$ cat config.mk
export PLATFORM = sky130hd
export DESIGN_NAME = alu_operand_stage
export DESIGN_NICKNAME = d
export VERILOG_FILES = /design/src/rtl/alu_pkg.sv /design/src/rtl/alu_regfile.sv /design/src/rtl/alu_operand_stage.sv
export SDC_FILE = /design/constraint.sdc
export NUM_CORES = 1
export LEC_CHECK = 0
export CAP_MARGIN = 20
export CORE_UTILIZATION = 50
export CTS_CLUSTER_DIAMETER = 30
export CTS_CLUSTER_SIZE = 14
export DETAILED_ROUTE_END_ITERATION = 10
export DONT_BUFFER_PORTS = 1
export GPL_TIMING_DRIVEN = 0
export PLACE_DENSITY = 0.67
export SKIP_LAST_GASP = 1
export SLEW_MARGIN = 40
export SYNTH_ARGS = -nofsm -noshare
export SYNTH_HDL_FRONTEND = slang
export SYNTH_SLANG_ARGS = --single-unit
export TNS_END_PERCENT = 5
$ cat constraint.sdc
create_clock -name clk -period 3.39 [get_ports clk]
set_clock_uncertainty 0.1 [all_clocks]
set_input_delay 0.1695 -clock clk [delete_from_list [all_inputs] [get_ports clk]]
set_output_delay 0.1695 -clock clk [all_outputs]
set_load 0.005 [all_outputs]
$ cat src/rtl/alu_pkg.sv
// Shared definitions for the ALU issue path: instruction layout, opcodes, register-file geometry.
// Latency: n/a (types and constants only).
// Backpressure: n/a.
package alu_pkg;

  // Register file geometry
  localparam int NREGS  = 16;
  localparam int REG_AW = $clog2(NREGS);
  localparam int XLEN   = 32;

  // Instruction field bit positions
  localparam int OPC_MSB  = 31;
  localparam int OPC_LSB  = 28;
  localparam int RD_MSB   = 27;
  localparam int RD_LSB   = 24;
  localparam int RS1_MSB  = 23;
  localparam int RS1_LSB  = 20;
  localparam int RS2_MSB  = 19;
  localparam int RS2_LSB  = 16;
  localparam int SH_MSB   = 15;
  localparam int SH_LSB   = 11;
  localparam int USEI_BIT = 10;
  localparam int IMM_MSB  = 9;
  localparam int IMM_LSB  = 0;
  localparam int IMM_W    = IMM_MSB - IMM_LSB + 1;

  // Opcodes understood by the downstream alu
  typedef enum logic [3:0] {
    OP_ADD = 4'h0,
    OP_SUB = 4'h1,
    OP_AND = 4'h2,
    OP_OR  = 4'h3,
    OP_XOR = 4'h4,
    OP_SHL = 4'h5,
    OP_SHR = 4'h6,
    OP_SRA = 4'h7,
    OP_ROL = 4'h8,
    OP_ROR = 4'h9,
    OP_MUL = 4'hA,
    OP_MULU = 4'hB
  } alu_op_e;

  // Decoded view of a 32-bit instruction word; field order matches the bit positions above
  typedef struct packed {
    logic [3:0]        opcode;
    logic [REG_AW-1:0] rd;
    logic [REG_AW-1:0] rs1;
    logic [REG_AW-1:0] rs2;
    logic [4:0]        r;
    logic              use_imm;
    logic [IMM_W-1:0]  imm;
  } instr_t;

  // One scoreboard entry: a destination register with a result still in flight
  typedef struct packed {
    logic              vld;
    logic [REG_AW-1:0] rd;
  } sb_slot_t;

  // Zero-extend the 10-bit immediate to a full operand
  function automatic logic [XLEN-1:0] imm_zext(input logic [IMM_W-1:0] imm);
    return {{(XLEN - IMM_W){1'b0}}, imm};
  endfunction

endpackage

$ cat src/rtl/alu_regfile.sv
// Architectural register file: 2 operand read ports, 1 writeback port, 1 debug read port; r0 reads 0.
// Latency: reads are combinational, a write is visible the cycle after it is presented.
// Backpressure: none, every write is taken.
module alu_regfile #(
  parameter int NREGS = 16,
  parameter int AW    = 4,
  parameter int DW    = 32
) (
  input  logic          clk,
  input  logic          rst_n,
  input  logic [AW-1:0] ra1_i,
  output logic [DW-1:0] rd1_o,
  input  logic [AW-1:0] ra2_i,
  output logic [DW-1:0] rd2_o,
  input  logic          we_i,
  input  logic [AW-1:0] wa_i,
  input  logic [DW-1:0] wd_i,
  input  logic [AW-1:0] dbg_addr_i,
  output logic [DW-1:0] dbg_data_o
);

  logic [DW-1:0] mem_q [NREGS];

  // Storage: cleared on reset, writes to r0 dropped so it stays zero
  always_ff @(posedge clk) begin
    if (!rst_n) begin
      for (int i = 0; i < NREGS; i++) begin
        mem_q[i] <= '0;
      end
    end else if (we_i && (wa_i != '0)) begin
      mem_q[wa_i] <= wd_i;
    end
  end

  // Read ports: r0 forced to zero independent of storage contents
  always_comb begin
    rd1_o      = (ra1_i == '0)      ? '0 : mem_q[ra1_i];
    rd2_o      = (ra2_i == '0)      ? '0 : mem_q[ra2_i];
    dbg_data_o = (dbg_addr_i == '0) ? '0 : mem_q[dbg_addr_i];
  end

endmodule

$ cat src/rtl/alu_operand_stage.sv
// Issue stage feeding the alu: decode, register read, scoreboard and writeback of the 64-bit result.
// Latency: accept in N, alu_* valid in N+1, result sampled end of N+1+ALU_LAT, readable from N+2+ALU_LAT.
// Backpressure: instr_ready drops while a source register has a result in flight (RAW); no forwarding.
module alu_operand_stage #(
  parameter int ALU_LAT = 1,
  parameter int NREGS   = alu_pkg::NREGS
) (
  input  logic        clk,
  input  logic        rst_n,
  input  logic        instr_valid,
  input  logic [31:0] instr,
  output logic        instr_ready,
  output logic [31:0] alu_a,
  output logic [31:0] alu_b,
  output logic [4:0]  alu_r,
  output logic [3:0]  alu_opcode,
  output logic        alu_issue,
  input  logic [63:0] alu_out,
  output logic [31:0] hi_out,
  input  logic [3:0]  dbg_addr,
  output logic [31:0] dbg_data
);

  import alu_pkg::*;

  localparam int NSLOT = ALU_LAT + 1;

  instr_t      dec;
  logic        hazard;
  logic        accept;
  logic [31:0] rf_rs1;
  logic [31:0] rf_rs2;

  sb_slot_t    slot_q [NSLOT];
  sb_slot_t    slot_d [NSLOT];
  sb_slot_t    wb;

  logic [31:0] alu_a_q, alu_a_d;
  logic [31:0] alu_b_q, alu_b_d;
  logic [4:0]  alu_r_q, alu_r_d;
  logic [3:0]  alu_op_q, alu_op_d;
  logic        issue_q, issue_d;
  logic [31:0] hi_q, hi_d;

  // Decode straight from the bus; hazard check runs even when instr_valid is low
  assign dec = instr_t'(instr);

  // RAW check: any in-flight non-zero destination matching a source actually used
  always_comb begin
    hazard = 1'b0;
    for (int i = 0; i < NSLOT; i++) begin
      if (slot_q[i].vld && (slot_q[i].rd != '0)) begin
        if (slot_q[i].rd == dec.rs1) begin
          hazard = 1'b1;
        end
        if (!dec.use_imm && (slot_q[i].rd == dec.rs2)) begin
          hazard = 1'b1;
        end
      end
    end
  end

  assign instr_ready = !hazard;
  assign accept      = instr_valid && instr_ready;

  // Oldest scoreboard slot lines up with the cycle alu_out is valid
  assign wb = slot_q[NSLOT-1];

  alu_regfile #(
    .NREGS (NREGS),
    .AW    (REG_AW),
    .DW    (XLEN)
  ) u_regfile (
    .clk        (clk),
    .rst_n      (rst_n),
    .ra1_i      (dec.rs1),
    .rd1_o      (rf_rs1),
    .ra2_i      (dec.rs2),
    .rd2_o      (rf_rs2),
    .we_i       (wb.vld),
    .wa_i       (wb.rd),
    .wd_i       (alu_out[31:0]),
    .dbg_addr_i (dbg_addr),
    .dbg_data_o (dbg_data)
  );

  // Scoreboard shift: new entry on accept, everything moves one slot per cycle
  always_comb begin
    slot_d[0].vld = accept;
    slot_d[0].rd  = dec.rd;
    for (int i = 1; i < NSLOT; i++) begin
      slot_d[i] = slot_q[i-1];
    end
  end

  // Scoreboard register: reset drops every in-flight result
  always_ff @(posedge clk) begin
    if (!rst_n) begin
      for (int i = 0; i < NSLOT; i++) begin
        slot_q[i] <= '0;
      end
    end else begin
      for (int i = 0; i < NSLOT; i++) begin
        slot_q[i] <= slot_d[i];
      end
    end
  end

  // Issue registers hold the last operation until the next accept; HI follows every writeback
  always_comb begin
    alu_a_d  = alu_a_q;
    alu_b_d  = alu_b_q;
    alu_r_d  = alu_r_q;
    alu_op_d = alu_op_q;
    issue_d  = accept;
    hi_d     = wb.vld ? alu_out[63:32] : hi_q;
    if (accept) begin
      alu_a_d  = rf_rs1;
      alu_b_d  = dec.use_imm ? imm_zext(dec.imm) : rf_rs2;
      alu_r_d  = dec.r;
      alu_op_d = dec.opcode;
    end
  end

  // Issue and HI state registers
  always_ff @(posedge clk) begin
    if (!rst_n) begin
      alu_a_q  <= '0;
      alu_b_q  <= '0;
      alu_r_q  <= '0;
      alu_op_q <= '0;
      issue_q  <= 1'b0;
      hi_q     <= '0;
    end else begin
      alu_a_q  <= alu_a_d;
      alu_b_q  <= alu_b_d;
      alu_r_q  <= alu_r_d;
      alu_op_q <= alu_op_d;
      issue_q  <= issue_d;
      hi_q     <= hi_d;
    end
  end

  assign alu_a      = alu_a_q;
  assign alu_b      = alu_b_q;
  assign alu_r      = alu_r_q;
  assign alu_opcode = alu_op_q;
  assign alu_issue  = issue_q;
  assign hi_out     = hi_q;

endmodule

==> results of run 1 <==
[kinds of logic after synthesis]
group           after synthesis  synth area share (%)
xor+xnor                     16                 0.396
mux                         575                  31.9
buf+inv                     306                  3.93
simple gates                689                  11.3
other cells                   1                0.0106
flops                       627                  50.0
compound gates              113                  2.54
[cells in the mapped netlist (11+ instances only)]
master    count  area (um^2)
inv_1        53          199
nor2b_1      40          250
clkinv_1     11         41.3
nor3_1       19         95.1
mux2_2       42          473
o211ai_1     22          165
edfxtp_1    512        15400
o21ai_0      12         60.1
and2_1      490         3070
nor2_1       59          221
nand2_1      64          240
o32ai_1      30          263
mux2i_1      95          951
buf_6        16          180
clkbuf_1    139          522
buf_1        16         60.1
dfxtp_1     115         2300
buf_4        14          105
buf_2        55          275
mux4_2      438         9860
[layer usage]
metal  wire length, um  global-route usage (%)  up-vias  part of all wire [%]
met5                 0                       0        -                     0
met1             43700                    44.3    12736                    34
met4              6720                    18.8        0                   5.3
met2             59100                    55.5     1951                    47
met3             17300                    13.2      390                    14
li1                  -                       -     9725                     -
[sequential cells by signal (all words and copies together) (netlist names)]
register,count
u_regfile.mem_q,512
alu_a,32
alu_b,32
hi_out,32
slot_q,10
alu_r,5
alu_opcode,4
[per-stage QoR]
step                setup TNS, ps  setup slack (ps)
finish                          0               235
global route                    0               181
CTS                             0              53.9
detailed placement              0              78.7
global placement         -1513610             -4500
floorplan                 -123110              -353
[area by class of cell]
cell class                 count  area share, %
multi-input combinational   1425           38.3
inverter                      65          0.562
tap                          940           2.71
clock buffer                 176           8.79
buffer                       241           2.78
antenna                        4         0.0231
clock inverter                84           2.15
sequential                   627           40.7
timing repair buffer         138           3.98
[worst max-delay path, cell delays in order, from the launching register on]
cell and delay [ps]:
dfxtp_1 320, clkbuf_1 350, nand4_1 600, nor3_2 620, nand2b_4 540, buf_12 280
[timing repair]
| item | 4_1_cts | 5_1_grt |
|---|---|---|
| hold buffers | 99 | 0 |
| hold endpoints to repair | 549 | 0 |
| endpoints found under the setup margin | 0 | 15 |
| gates resized for setup | 0 | 1 |
[path summary, 6_finish.rpt]
kind	start	to	slack, ps	cells past startpoint
max	slot_q[0][7]	u_regfile.mem_q[12][17]	230	5
min reg2reg	alu_a[27]	alu_a[27]	370	2
max reg2reg	slot_q[0][7]	u_regfile.mem_q[12][17]	230	5
min	instr[25]	slot_q[0][1]	40	2
[cell usage in the layout (no fill, tap or decap), types with 53 or more instances in the layout]
| master | netlist | final |
|---|---|---|
| edfxtp_1 | 512 | 512 |
| and2_1 | 490 | 490 |
| mux4_2 | 438 | 438 |
| clkbuf_16 | 0 | 145 |
| clkbuf_1 | 139 | 122 |
| dfxtp_1 | 115 | 115 |
| dlygate4sd3_1 | 0 | 99 |
| mux2i_1 | 95 | 95 |
| nand2_1 | 64 | 64 |
| buf_2 | 55 | 62 |
| nor2_1 | 59 | 59 |
| inv_1 | 53 | 53 |
[report_power, final]
part           switching (mW)  leakage, nW  internal [mW]
registers               0.263         6.11           8.68
logic                    1.45         7.30           1.26
clock network            4.52         2.31           9.11
total                    6.24         15.7           19.1
==> results.py, run 1 <==
metrics = {
    "outcome": {
        "status": "finished, final reports clean",
    },
    "routing": {
        "drt_iter0_drc": 3549,
        "drc": 0,
        "viasPerCell": 6.70,
        "finalWirelength_um": 127000,
        "wl_per_cell_um": 34.3,
        "drt_pass1_iterations": 5,
        "vias": 24802,
        "ant_nets": 0,
    },
    "layout": {
        "seq_area_mm2": 0.0177,
        "num-fill-cells": 5166,
        "drive_gt1_share_pct": 32.7,
        "finish.utilization_pct": 62.0,
        "fin_cells": 3700,
        "multi_input_area_mm2": 0.0166,
        "final_cell_area_mm2": 0.0434,
        "num-nets-final": 2742,
        "syn_to_final_growth_pct": 22.7,
    },
    "timing": {
        "finalCritPeriodShare_pct": 93.1,
        "relSlewSlack_pct": 35.1,
        "drv_slew": 0,
        "tightest_slew_ps": 973,
        "rsz0062_at_grt": "false",
        "period_minus_slack_ps": 3160,
        "hold_viol": 0,
        "fin_hold_ws_ps": 39.8,
        "setup_viol": 0,
        "max_freq_mhz": 317,
    },
    "logic_synthesis": {
        "async_reset_ff_share_pct": 0,
        "synth_cell_types": 43,
        "synth-edff-count": 512,
        "synth_area_mm2": 0.0354,
        "synth_top_flop_cell": "edfxtp_1",
        "syn_avg_cell_area_um2": 15.2,
        "ys_seq_area_share_pct": 50.0,
        "yosysWarnings": 0,
        "synth_seq_cells": 627,
        "syn_inst": 2327,
    },
    "placed_design": {
        "port_buffers": 0,
        "hpwl_um": 87400,
        "placedCellCount": 3336,
        "finalWeightedCongestion": 0.965,
        "place_area_mm2": 0.0376,
    },
    "grt": {
        "grt_pass1_wl_um": 178000,
        "first_global_vias": 25228,
        "grt_usage_pct": 35.9,
        "overflow": 0,
        "antenna_found_initial": 0,
        "grt_max_degree": 25,
    },
    "clock_network": {
        "htree_levels": 4,
        "clock-sinks": 627,
        "cts_setup_buffers": 0,
        "cts_tree": "yes",
        "root_buffer": "clkbuf_16",
        "cts_buffer_depth": 3,
        "clk-insertion-delay-late_ps": 720,
        "clk_pin_slew_ps": 50,
        "numCtsBuffers": 141,
    },
    "worst_setup_path": {
        "worst_ep_required_time_ps": 3690,
        "crit_path_start_kind": "flip-flop",
        "path_max_fanout": 18,
        "critical_path_class": "reg2reg",
        "cp_data_arrival_time_ps": 3460,
        "critPathCaptureType": "flip-flop",
    },
    "run": {
        "drv_cap": 0,
    },
    "floorplanning": {
        "die_h_um": 268,
        "row_count": 97,
        "die_area_mm2": 0.0718,
        "initial_core_util_pct": 50.5,
        "core_area_mm2": 0.0700,
        "die_w_um": 268,
        "pin_count": 242,
    },
    "power": {
        "worst_ir_drop_vdd_v": 0.000460,
        "power_leakage_nw": 15.7,
        "total_power_mw": 25.3,
        "power_density_mw_per_mm2": 583,
    },
    "worst_hold_path": {
        "min_path_type": "in2reg",
    },
}
No activity file was read; power rests on OpenSTA's default activity.
==> run 2, diff against run 1 <==
--- a/config.mk
+++ b/config.mk
@@ -12,7 +12,7 @@
 export DETAILED_ROUTE_END_ITERATION = 10
 export DONT_BUFFER_PORTS = 1
 export GPL_TIMING_DRIVEN = 0
-export PLACE_DENSITY = 0.67
+export PLACE_DENSITY = 0.66
 export SKIP_LAST_GASP = 1
 export SLEW_MARGIN = 40
 export SYNTH_ARGS = -nofsm -noshare
==> constraint.sdc (replaced) <==
create_clock -name clk -period 2.6 [get_ports clk]
set_clock_uncertainty 0.1 [all_clocks]
set_input_delay 0.13 -clock clk [delete_from_list [all_inputs] [get_ports clk]]
set_output_delay 0.13 -clock clk [all_outputs]
set_load 0.005 [all_outputs]
==> results.py, run 2 (synthesis gave the netlist of run 1 again) <==
metrics = {
    "outcome": {
        "status": "finished with violations",
        "violations": "negative setup slack",
    },
    "routing": {
        "drt_pass1_iterations": 6,
        "drt_iter0_drc": 3356,
        "ant_nets": 0,
        "vias": 24788,
        "viasPerCell": 6.68,
        "drc": 0,
        "wl_per_cell_um": 34.5,
        "finalWirelength_um": 128000,
    },
    "grt": {
        "antenna_found_initial": 8,
        "grt_usage_pct": 36.2,
        "grt_max_degree": 26,
        "grt_pass1_wl_um": 179000,
        "overflow": 0,
        "first_global_vias": 25518,
    },
    "worst_setup_path": {
        "path_max_fanout": 10,
        "cp_data_arrival_time_ps": 3410,
        "reg2reg_depth": 5,
        "r2r_start": "slot_q[0][9]",
        "crit_path_start_kind": "input port",
        "timing.critical_path.mode_cell": "clkbuf_1",
        "worst_ep_required_time_ps": 3140,
        "rrSetupSlack_ps": -250,
        "crit_family": "buffers and inverters",
        "cp_num_buf_inv": 4,
        "crit_path_max_incr_delay_ps": 780,
        "critPathCaptureType": "flip-flop",
        "regToRegEndpoint": "u_regfile.mem_q[2][30]",
        "cp.depth": 7,
        "crit_chain": "clkbuf_1 -> dlygate4sd3_1 -> inv_2 -> nor3_1 -> clkbuf_1 -> o211ai_1 -> mux2i_1",
        "crit_slowest_cell": "nor3_1",
        "critical_path_class": "in2reg",
    },
    "timing": {
        "layout_setup_ws_ps": -271,
        "tns_ps": -19340,
        "period_minus_slack_ps": 2870,
        "rsz0062_at_grt": "true",
        "max_freq_mhz": 348,
        "tightest_slew_ps": 952,
        "relSlewSlack_pct": 36.5,
        "hold_viol": 0,
        "finalCritPeriodShare_pct": 110,
        "drv_slew": 0,
        "setup_viol": 189,
        "fin_hold_ws_ps": 21.6,
    },
    "power": {
        "worst_ir_drop_vdd_v": 0.000604,
        "total_power_mw": 33.1,
        "power_leakage_nw": 15.8,
        "power_density_mw_per_mm2": 760,
    },
    "floorplanning": {
        "row_count": 97,
        "core_area_mm2": 0.0700,
        "die_h_um": 268,
        "initial_core_util_pct": 50.5,
        "die_w_um": 268,
        "pin_count": 242,
        "die_area_mm2": 0.0718,
    },
    "clock_network": {
        "htree_levels": 4,
        "numCtsBuffers": 139,
        "clk-insertion-delay-late_ps": 730,
        "clk_pin_slew_ps": 40,
        "cts_buffer_depth": 3,
        "cts_tree": "yes",
        "clock-sinks": 627,
        "root_buffer": "clkbuf_16",
    },
    "placed_design": {
        "finalWeightedCongestion": 0.929,
        "placedCellCount": 3336,
        "port_buffers": 0,
        "hpwl_um": 88100,
    },
    "layout": {
        "largest_reg_flops": 512,
        "final_common_cell": "edfxtp_1",
        "num-fill-cells": 5083,
        "syn_to_final_growth_pct": 23.3,
        "num-nets-final": 2756,
        "drive_gt1_share_pct": 33.2,
        "fin_cells": 3711,
        "final_cell_mix": "512 x edfxtp_1, 489 x and2_1, 438 x mux4_2",
        "regMostFlops": "u_regfile.mem_q",
    },
    "worst_hold_path": {
        "min_path_type": "in2reg",
        "min_from": "alu_out[40]",
        "hold_path_end": "hi_out[8]",
        "hold_depth": 3,
    },
    "run": {
        "drv_cap": 0,
    },
}
## run 2: changes by cell type in the layout (fill, tap and decap cells not counted), moves of 3 or more
| cell | before | now |
|---|---|---|
| dlygate4sd3_1 | 99 | 110 |
| clkbuf_8 | 7 | 15 |
| buf_4 | 14 | 22 |
| clkinvlp_4 | 9 | 12 |
| clkinv_1 | 26 | 23 |
| clkbuf_2 | 42 | 47 |
| clkinv_2 | 25 | 19 |
| clkbuf_1 | 122 | 114 |
| inv_6 | 8 | 5 |
## run 2: per-layer routing
metal / share of wire (%) / track usage, % / vias up
met5: 0.042 / 0 / -
met4: 5.5 / 19.2 / 8
met3: 14 / 13.4 / 428
met2: 46 / 55.8 / 1951
met1: 34 / 44.5 / 12639
li1: - / - / 9762
## run 2: how the worst max path moves through the flow
stage / startpoint / to / slack [ps]
floorplan: slot_q[0][7] / u_regfile.mem_q[7][0] / -300
global placement: slot_q[0][8] / u_regfile.mem_q[13][17] / -3010
detailed placement: slot_q[0][8] / u_regfile.mem_q[12][17] / -670
CTS: slot_q[0][0] / alu_a[25] / -300
global route: dbg_addr[0] / dbg_data[8] / -240
finish: rst_n / alu_b[23] / -270
## run 2: repair_timing
action | 4_1_cts | 5_1_grt
hold buffers | 109 | 1
hold endpoints to repair | 556 | 1
endpoints found under the setup margin | 557 | 493
pin swaps | 2 | 3
setup buffers | 4 | 4
gates resized for setup | 6 | 18
## run 2: power by group
part	switching [mW]	internal, mW
clock network	5.84	12.1
registers	0.346	11.3
logic	1.91	1.64
## run 2: worst min-delay path, delay by kind of cell
kind	cells	cell delay, ps
buf+inv	1	520
simple gates	1	80
mux	1	70
## run 2: per-stage QoR
stage / setup WS [ps] / cell area [um^2] / utilization, %
3_3_place_gp: -3010 / 36700 / 52.4
6_report: -271 / 43600 / 62.3
5_1_grt: -242 / 43600 / 62.3
4_1_cts: -300 / 43500 / 62.1
2_1_floorplan: -297 / 35500 / -
3_5_place_dp: -671 / 37600 / 53.7
## run 2: cell type report
type	count	area (um^2)	area share, %
Sequential cell	627	17700	40.5
Multi-Input combinational cell	1425	16700	38.2
Clock buffer	182	3870	8.88
Timing Repair Buffer	156	1860	4.25
Buffer	239	1220	2.79
Tap cell	940	1180	2.70
Clock inverter	75	918	2.11
Inverter	65	244	0.559
Antenna cell	2	5.00	0.0115
